<file path="src/rtl/uart_tx_arbiter_pkg.sv">
// rtl/uart_tx_arbiter_pkg.sv - shared types and constants for the UART TX arbiter
package UartArbPack;

  typedef enum logic [1:0] {
    IDLE  = 2'd0,
    TAG   = 2'd1,
    GRANT = 2'd2
  } ArbState;

  // ASCII '0'; the source tag byte is TAG_BASE + requester index
  localparam logic [7:0] TAG_BASE = 8'h30;

endpackage

</file>
<file path="src/rtl/uart_rr_picker.sv">
// rtl/uart_rr_picker.sv - combinational rotating-priority picker, search starts after last_grant
module uart_rr_picker #(
  parameter int NUM_REQ = 2,
  parameter int IW      = (NUM_REQ > 1) ? $clog2(NUM_REQ) : 1
) (
  input  logic [NUM_REQ-1:0] req,
  input  logic [IW-1:0]      last_grant,
  output logic [NUM_REQ-1:0] pick,
  output logic [IW-1:0]      pick_idx,
  output logic               any
);

  int          cand;
  logic [IW-1:0] cand_idx;

  always_comb begin
    pick     = '0;
    pick_idx = '0;
    any      = 1'b0;
    cand     = 0;
    cand_idx = '0;
    for (int k = 1; k <= NUM_REQ; k++) begin
      cand     = (int'(last_grant) + k) % NUM_REQ;
      cand_idx = IW'(cand);
      if (!any && req[cand_idx]) begin
        any            = 1'b1;
        pick[cand_idx] = 1'b1;
        pick_idx       = cand_idx;
      end
    end
  end

endmodule

</file>
<file path="src/rtl/uart_tx_arbiter.sv">
// rtl/uart_tx_arbiter.sv - burst-holding round-robin arbiter for the UART TX byte channel
// Define UART_ARB_TAG_EN to prefix each burst with an ASCII source-tag byte.
module uart_tx_arbiter
  import UartArbPack::*;
#(
  parameter int NUM_REQ       = 2,
  parameter int MAX_BURST     = 64,
  parameter int STALL_TIMEOUT = 16
) (
  input  logic                 sys_clk,
  input  logic                 rst,
  input  logic [NUM_REQ-1:0]   req_valid,
  input  logic [NUM_REQ*8-1:0] req_data,
  input  logic [NUM_REQ-1:0]   req_last,
  output logic [NUM_REQ-1:0]   req_ready,
  output logic                 tx_valid,
  output logic [7:0]           tx_data,
  input  logic                 tx_ready,
  output logic [NUM_REQ-1:0]   grant,
  output logic                 busy
);

  localparam int              IW        = $clog2(NUM_REQ);
  localparam int              SW        = $clog2(STALL_TIMEOUT + 1);
  localparam logic [8:0]      BURST_END = 9'(MAX_BURST - 1);
  localparam logic [SW-1:0]   STALL_LIM = SW'(STALL_TIMEOUT);

  ArbState              state_q, state_d;
  logic [NUM_REQ-1:0]   grant_q, grant_d;
  logic [IW-1:0]        owner_q, owner_d;
  logic [IW-1:0]        last_grant_q, last_grant_d;
  logic [8:0]           byte_cnt_q, byte_cnt_d;
  logic [SW-1:0]        stall_q, stall_d;

  logic [NUM_REQ-1:0]   pick;
  logic [IW-1:0]        pick_idx;
  logic                 any_req;

  logic                 own_valid;
  logic                 own_last;
  logic [7:0]           own_data;
  logic                 xfer;
  logic [SW-1:0]        stall_inc;
  logic                 burst_done;
  logic                 stall_done;

  uart_rr_picker #(
    .NUM_REQ (NUM_REQ),
    .IW      (IW)
  ) u_picker (
    .req        (req_valid),
    .last_grant (last_grant_q),
    .pick       (pick),
    .pick_idx   (pick_idx),
    .any        (any_req)
  );

  assign own_valid  = req_valid[owner_q];
  assign own_last   = req_last[owner_q];
  assign own_data   = req_data[{owner_q, 3'b000} +: 8];
  assign xfer       = (state_q == GRANT) && own_valid && tx_ready;
  assign stall_inc  = stall_q + 1'b1;
  // last and the length cap can coincide on one transfer; either closes the burst once
  assign burst_done = xfer && (own_last || (byte_cnt_q == BURST_END));
  assign stall_done = (state_q == GRANT) && !own_valid && (stall_inc == STALL_LIM);

  always_ff @(posedge sys_clk) begin
    if (rst) begin
      state_q      <= IDLE;
      grant_q      <= '0;
      owner_q      <= '0;
      last_grant_q <= IW'(NUM_REQ - 1);
      byte_cnt_q   <= '0;
      stall_q      <= '0;
    end else begin
      state_q      <= state_d;
      grant_q      <= grant_d;
      owner_q      <= owner_d;
      last_grant_q <= last_grant_d;
      byte_cnt_q   <= byte_cnt_d;
      stall_q      <= stall_d;
    end
  end

  always_comb begin
    state_d      = state_q;
    grant_d      = grant_q;
    owner_d      = owner_q;
    last_grant_d = last_grant_q;
    byte_cnt_d   = byte_cnt_q;
    stall_d      = stall_q;
    case (state_q)
      IDLE: begin
        if (any_req) begin
          grant_d    = pick;
          owner_d    = pick_idx;
          byte_cnt_d = '0;
          stall_d    = '0;
`ifdef UART_ARB_TAG_EN
          state_d    = TAG;
`else
          state_d    = GRANT;
`endif
        end
      end
`ifdef UART_ARB_TAG_EN
      TAG: begin
        if (tx_ready) begin
          state_d = GRANT;
        end
      end
`endif
      GRANT: begin
        stall_d = own_valid ? '0 : stall_inc;
        if (xfer) begin
          byte_cnt_d = byte_cnt_q + 9'd1;
        end
        if (burst_done || stall_done) begin
          state_d      = IDLE;
          grant_d      = '0;
          last_grant_d = owner_q;
          byte_cnt_d   = '0;
          stall_d      = '0;
        end
      end
      default: begin
        state_d = IDLE;
        grant_d = '0;
      end
    endcase
  end

  always_comb begin
    tx_valid  = 1'b0;
    tx_data   = 8'h00;
    req_ready = '0;
    case (state_q)
`ifdef UART_ARB_TAG_EN
      TAG: begin
        tx_valid = 1'b1;
        tx_data  = TAG_BASE + 8'(owner_q);
      end
`endif
      GRANT: begin
        tx_valid  = own_valid;
        tx_data   = own_data;
        req_ready = grant_q & {NUM_REQ{tx_ready}};
      end
      default: begin
        tx_valid  = 1'b0;
      end
    endcase
  end

  assign grant = grant_q;
  assign busy  = (state_q != IDLE);

endmodule

</file>
<file path="config.mk">
export PLATFORM = sky130hd
export DESIGN_NAME = uart_tx_arbiter
export DESIGN_NICKNAME = d
export VERILOG_FILES = /design/src/rtl/uart_tx_arbiter_pkg.sv /design/src/rtl/uart_rr_picker.sv /design/src/rtl/uart_tx_arbiter.sv
export SDC_FILE = /design/constraint.sdc
export NUM_CORES = 1
export LEC_CHECK = 0
export ABC_CLOCK_PERIOD_IN_PS = 2110
export BUFFER_PORTS_ARGS = -buffer_cell sky130_fd_sc_hd__buf_4
export CAP_MARGIN = 25
export CORE_MARGIN = 8
export CORE_UTILIZATION = 25
export CTS_CLUSTER_SIZE = 12
export DETAILED_ROUTE_END_ITERATION = 8
export GPL_TIMING_DRIVEN = 0
export PLACE_DENSITY = 0.44
export SLEW_MARGIN = 10
export SYNTH_ARGS = -nofsm -noshare
export SYNTH_HDL_FRONTEND = slang
export SYNTH_SLANG_ARGS = --single-unit
</file>
<file path="constraint.sdc">
create_clock -name sys_clk -period 2.11 [get_ports sys_clk]
set_input_delay 0.1055 -clock sys_clk [delete_from_list [all_inputs] [get_ports sys_clk]]
set_output_delay 0.1055 -clock sys_clk [all_outputs]
set_load 0.05 [all_outputs]
</file>
After elaboration in Yosys (flattened, before gate mapping):

Index checks and enable logic that the tools add are counted.

* bits in registers: 20
* output and inout bits: 14
* logic and storage cells: 78

* add/subtract/negate cells: 4
* magnitude comparators: 5
* eq/ne operators: 6
* shifts and indexed selects: 1
* multiplexer cells: 34
* bitwise gates (word level): 2
* reduce and logical (&&, ||, !) cells: 20

Operators with widths (number)
* 9-bit 2-to-1 mux: 3
* 9-bit case mux with 2 select lines: 1
* 16-bit by 5-bit indexed part select with 8-bit output: 1
* 1-bit 2-to-1 mux: 15
* 5-bit 2-to-1 mux: 3
* 2-bit 2-to-1 mux: 6
* 5-bit case mux with 2 select lines: 1
* 9-bit by 1-bit adder with 9-bit output (second input constant): 1
* 9-bit by 6-bit == test with 1-bit output (second input constant): 1
* 1-bit logical AND: 8
* 8-bit 2-to-1 mux: 1
* 2-bit case mux with 2 select lines: 2
* 2-bit AND reduction: 4
* 1-bit by 2-bit less-than comparator with 1-bit output (second input constant): 3
* 5-bit by 1-bit adder with 5-bit output (second input constant): 1
* 5-bit == test (second input constant): 1
* 2-bit nonzero test: 2
* 3-bit by 2-bit inequality test with 1-bit output (second input constant): 1
* 3-bit AND reduction: 1
* 1-bit adder (second input constant): 2
* 2-bit bitwise AND: 1
* 1-bit demux with 1-bit select: 2
* 2-bit == test (second input constant): 1
* 1-bit greater-or-equal comparator (second input constant): 2
* other kinds (6): 8

Longest topological paths before layout:

* depth in word-level cells: 10
* gate-level depth with buffers: 6
* gate-level depth less buffers: 6

Cells and area by module:

A second synthesis with hierarchy kept.

* cell total of the unflattened synthesis: 153
* area, all modules: 1231.2 µm²

By module, submodules not included
* uart_tx_arbiter: times used 1, cells an instance 148, area an instance 1198.6 µm², seq. area each 380.4 µm²
* uart_rr_picker: times used 1, cells an instance 5, area an instance 32.5 µm², seq. area each 0.0 µm²

Least setup slack after synthesis:

Ideal clock, no wire load.

* path type: flip-flop to output port
* start: reg state_q[1]
* end: out tx_data[0]
* data arrival time: 1.800 ns
* data required time: 2.004 ns
* setup slack: 0.205 ns
* stages on the path, launching flop included: 4
* buffers on the path: 1
* path through: dfxtp_1 -> inv_1 -> clkbuf_1 -> nor2_1

* longest elaborated chain between the ends: 2

RTL lines
* start, declared: RTL line uart_tx_arbiter.sv:28 `ArbState state_q, state_d;`
* start signal, assigned: RTL line uart_tx_arbiter.sv:76 `state_q <= state_d;`
* 2-bit == test: RTL line uart_tx_arbiter.sv:137 `case (state_q)`
* 8-bit 2-to-1 mux: RTL line uart_tx_arbiter.sv:137
* end, declared: RTL line uart_tx_arbiter.sv:17 `output logic [7:0] tx_data,`

Every way passes these cells.

Final worst setup path:

* start: reg stall_q[0]
* end: reg stall_q[4]

* longest elaborated chain between the ends: 6

RTL lines
* start, declared: RTL line uart_tx_arbiter.sv:33 `logic [SW-1:0] stall_q, stall_d;`
* start signal, assigned: RTL line uart_tx_arbiter.sv:81 `stall_q <= stall_d;`
* 5-bit by 1-bit adder with 5-bit output *: RTL line uart_tx_arbiter.sv:62 `assign stall_inc = stall_q + 1'b1;`
* 5-bit == test: RTL line uart_tx_arbiter.sv:65 `assign stall_done = (state_q == GRANT) && !own_valid && (stall_inc == STALL_LIM);`
* 1-bit logical AND: RTL line uart_tx_arbiter.sv:65
* 1-bit logical OR: RTL line uart_tx_arbiter.sv:118 `if (burst_done || stall_done) begin`
* 5-bit 2-to-1 mux *: RTL line uart_tx_arbiter.sv:118
* 5-bit case mux with 2 select lines *: RTL line uart_tx_arbiter.sv:92 `case (state_q)`

Every way passes the cells marked *; elsewhere a longest branch is shown, timed or not.
A chain may end at the register's enable or synchronous reset.

==> reports/qor.csv <==
metric;value;unit
number of remaining DRC errors;0;
library cells used by synthesis;42;
Worst EP required;2.27;ns
Area Growth Syn to Fin;30.50;%
r2r worst-path depth;6;
clock root buffer;clkbuf_8;
Final period util;90.35;%
Initial Util;25.71;%
fmax;0.5246;GHz
leakage power;0.6407;nW
sequential share of the synthesized area;31.54;%
antenna-violating nets left;0;
max cap viols;0;
Antenna diodes;0;
Slew headroom;41.85;%
Worst Max-Slew Pin Slew;0.8642;ns
htree depth;1;
met1 GRT Util;12.06;%
hold path depth;3;
Syn Inst Count;151;
CTS tree;yes;
DR WL/cell;14.86;µm
nets;216;
fraction of registers with async set/reset;0;%
status;completed;
Clock Sinks;19;
gpl congestion;0.7404;
Worst-Skew Late Latency;0.26;ns
Crit. End Element;flop;
CTS resizes;0;
die extent in y;85.46;µm
TNS Setup;0;ns
antenna violations before repair;0;
total CTS buffers;3;
die area;7303;µm²
HPWL after DPL;2884;µm
layout cells sized above 1;23.81;%
CP max FO;6;
met3 usage;3.378;%
number of flops mapped to enable cells by yosys;0;
num ports;37;
Yosys reg bits;19;
Remaining Overflow, GRT;0;
worst clock skew;0.009462;ns
via/cell ratio;5.053;
DIE WIDTH;85.46;µm
post-place setup slack;0.1306;ns
average size of a mapped cell;7.988;µm²
CTS Buffer Depth;2;
maximum vdd drop;0.2744;mV
final total power;878.5;µW
final setup margin;0.2037;ns
Tmin final;1.906;ns
Pre-antenna DRT Iters;4;
final setup vio count;0;
Crit Path Class;reg -> reg;
WL final;3610;µm
largest net degree at the start of global routing;11;
area of the multi-input gates;774.5;µm²
Clock Pin Slew Worst Setup and Hold Paths;0.08;ns
Fill cells;509;
Synth warnings;0;
vias in the first global route;1222;
register area;380.4;µm²
pwr/cell area;558.2;nW/µm²
most frequent cells in the layout;buf_4, nor2_1, dfxtp_1;
most common cell after layout, fill and taps aside;buf_4;
dominant synthesized flop cell;dfxtp_1;
Hold Fails Final Rpt;0;
M2 GR Usage;17.28;%
row cnt;25;
overall routing resource usage;10.19;%
Initial DRC Count;70;
Startpoint Class;flop;
Worst R2R Setup Slack;0.20;ns
most used routing layer;met2;
Post-Syn Nets;177;
Slew Viols, Final;0;
Netlist Area Pre-Place;1206;µm²
WP data arrival;2.07;ns
min-delay worst type;in -> reg;
core area;4692;µm²
first-pass GRT wire length;6085;µm
Vias;1228;
count of input and output buffers;33;
unrepaired setup endpoints after global routing;no;
-- worst max-delay path: stages, from the launching register on --
cell      delay, ns
dfxtp_1        0.43
ha_1           0.27
a21boi_0       0.19
a21oi_1        0.14
o211ai_1       0.42
nor2_1         0.09
a211o_1        0.27
-- state kept, by name, indices dropped and copies added (netlist names) --
| signal | count |
|---|---|
| state_q | 1 |
| stall_q | 5 |
| owner_q | 1 |
| byte_cnt_q | 9 |
| last_grant_q | 1 |
| grant | 2 |
-- repair_timing --
action,in CTS,in global routing
setup endpoints to repair,0,3
hold buffers,0,0
buffers inserted,0,1
-- path summary, 6_finish.rpt --
kind | from | end
worst max-delay path | stall_q[0]$_SDFFE_PP0P_ | stall_q[4]$_SDFFE_PP0P_
worst min-delay path | req_valid[1] | owner_q$_SDFFE_PP0P_
worst max register to register | stall_q[0]$_SDFFE_PP0P_ | stall_q[4]$_SDFFE_PP0P_
worst min register to register | byte_cnt_q[8]$_SDFFE_PP0P_ | byte_cnt_q[8]$_SDFFE_PP0P_
-- cell usage after synthesis (3+ instances only) --
cell / instances / area [µm²]
a21oi_1: 9 / 45.04
dfxtp_1: 19 / 380.4
ha_1: 3 / 37.54
nor2b_1: 3 / 18.77
inv_1: 4 / 15.01
and3_1: 4 / 25.02
nor4_1: 3 / 18.77
nor2_1: 19 / 71.32
o211ai_1: 3 / 22.52
or3_1: 3 / 18.77
clkbuf_1: 4 / 15.01
o2bb2ai_1: 4 / 35.03
mux2i_1: 9 / 90.09
a21o_1: 3 / 22.52
nand2_1: 13 / 48.80
nor3_1: 4 / 20.02
o21ai_0: 4 / 20.02
nand3b_1: 3 / 22.52
nand3_1: 9 / 45.04
-- metal layers --
layer	vias up	wire length [µm]
met5	-	0
met3	4	157
li1	627	-
met4	0	24
met2	22	1824
met1	575	1604
-- through the flow --
stage,instances,hold slack (ns),util (%),area (µm²)
final,243,0.2101,33.55,1574
after global placement,238,0.4877,32.43,1521
after CTS,242,0.2097,33.39,1567
after global routing,243,0.2370,33.55,1574
after detailed placement,238,0.4941,32.43,1521
after floorplan,151,0.3694,-,1206
-- cell families (layout without fill, tap and decap cells) --
group / Yosys count / after routing / share of synthesized area [%]
multiplexers: 11 / 11 / 9.647
XOR/XNOR: 4 / 4 / 2.905
buffers and inverters: 11 / 49 / 4.252
AO/OA/AOI/OAI: 37 / 37 / 21.47
flip-flops: 19 / 19 / 31.53
AND/OR/NAND/NOR: 66 / 66 / 27.08
adder cells (fa/ha/maj): 3 / 3 / 3.112
-- where the power goes --
group	switching [mW]	internal [mW]
Combinational	0.147	0.0869
Sequential	0.00995	0.367
Clock	0.133	0.135
Total	0.290	0.588
-- cell type report --
class,count,area share (%)
inverters,4,0.9539
plain buffers,7,2.305
clock buffers,4,2.862
multi-input cells,121,49.21
well taps,54,4.293
flip-flops and latches,19,24.17
repair buffers,34,16.22
No activity file was read; power rests on OpenSTA's default activity.
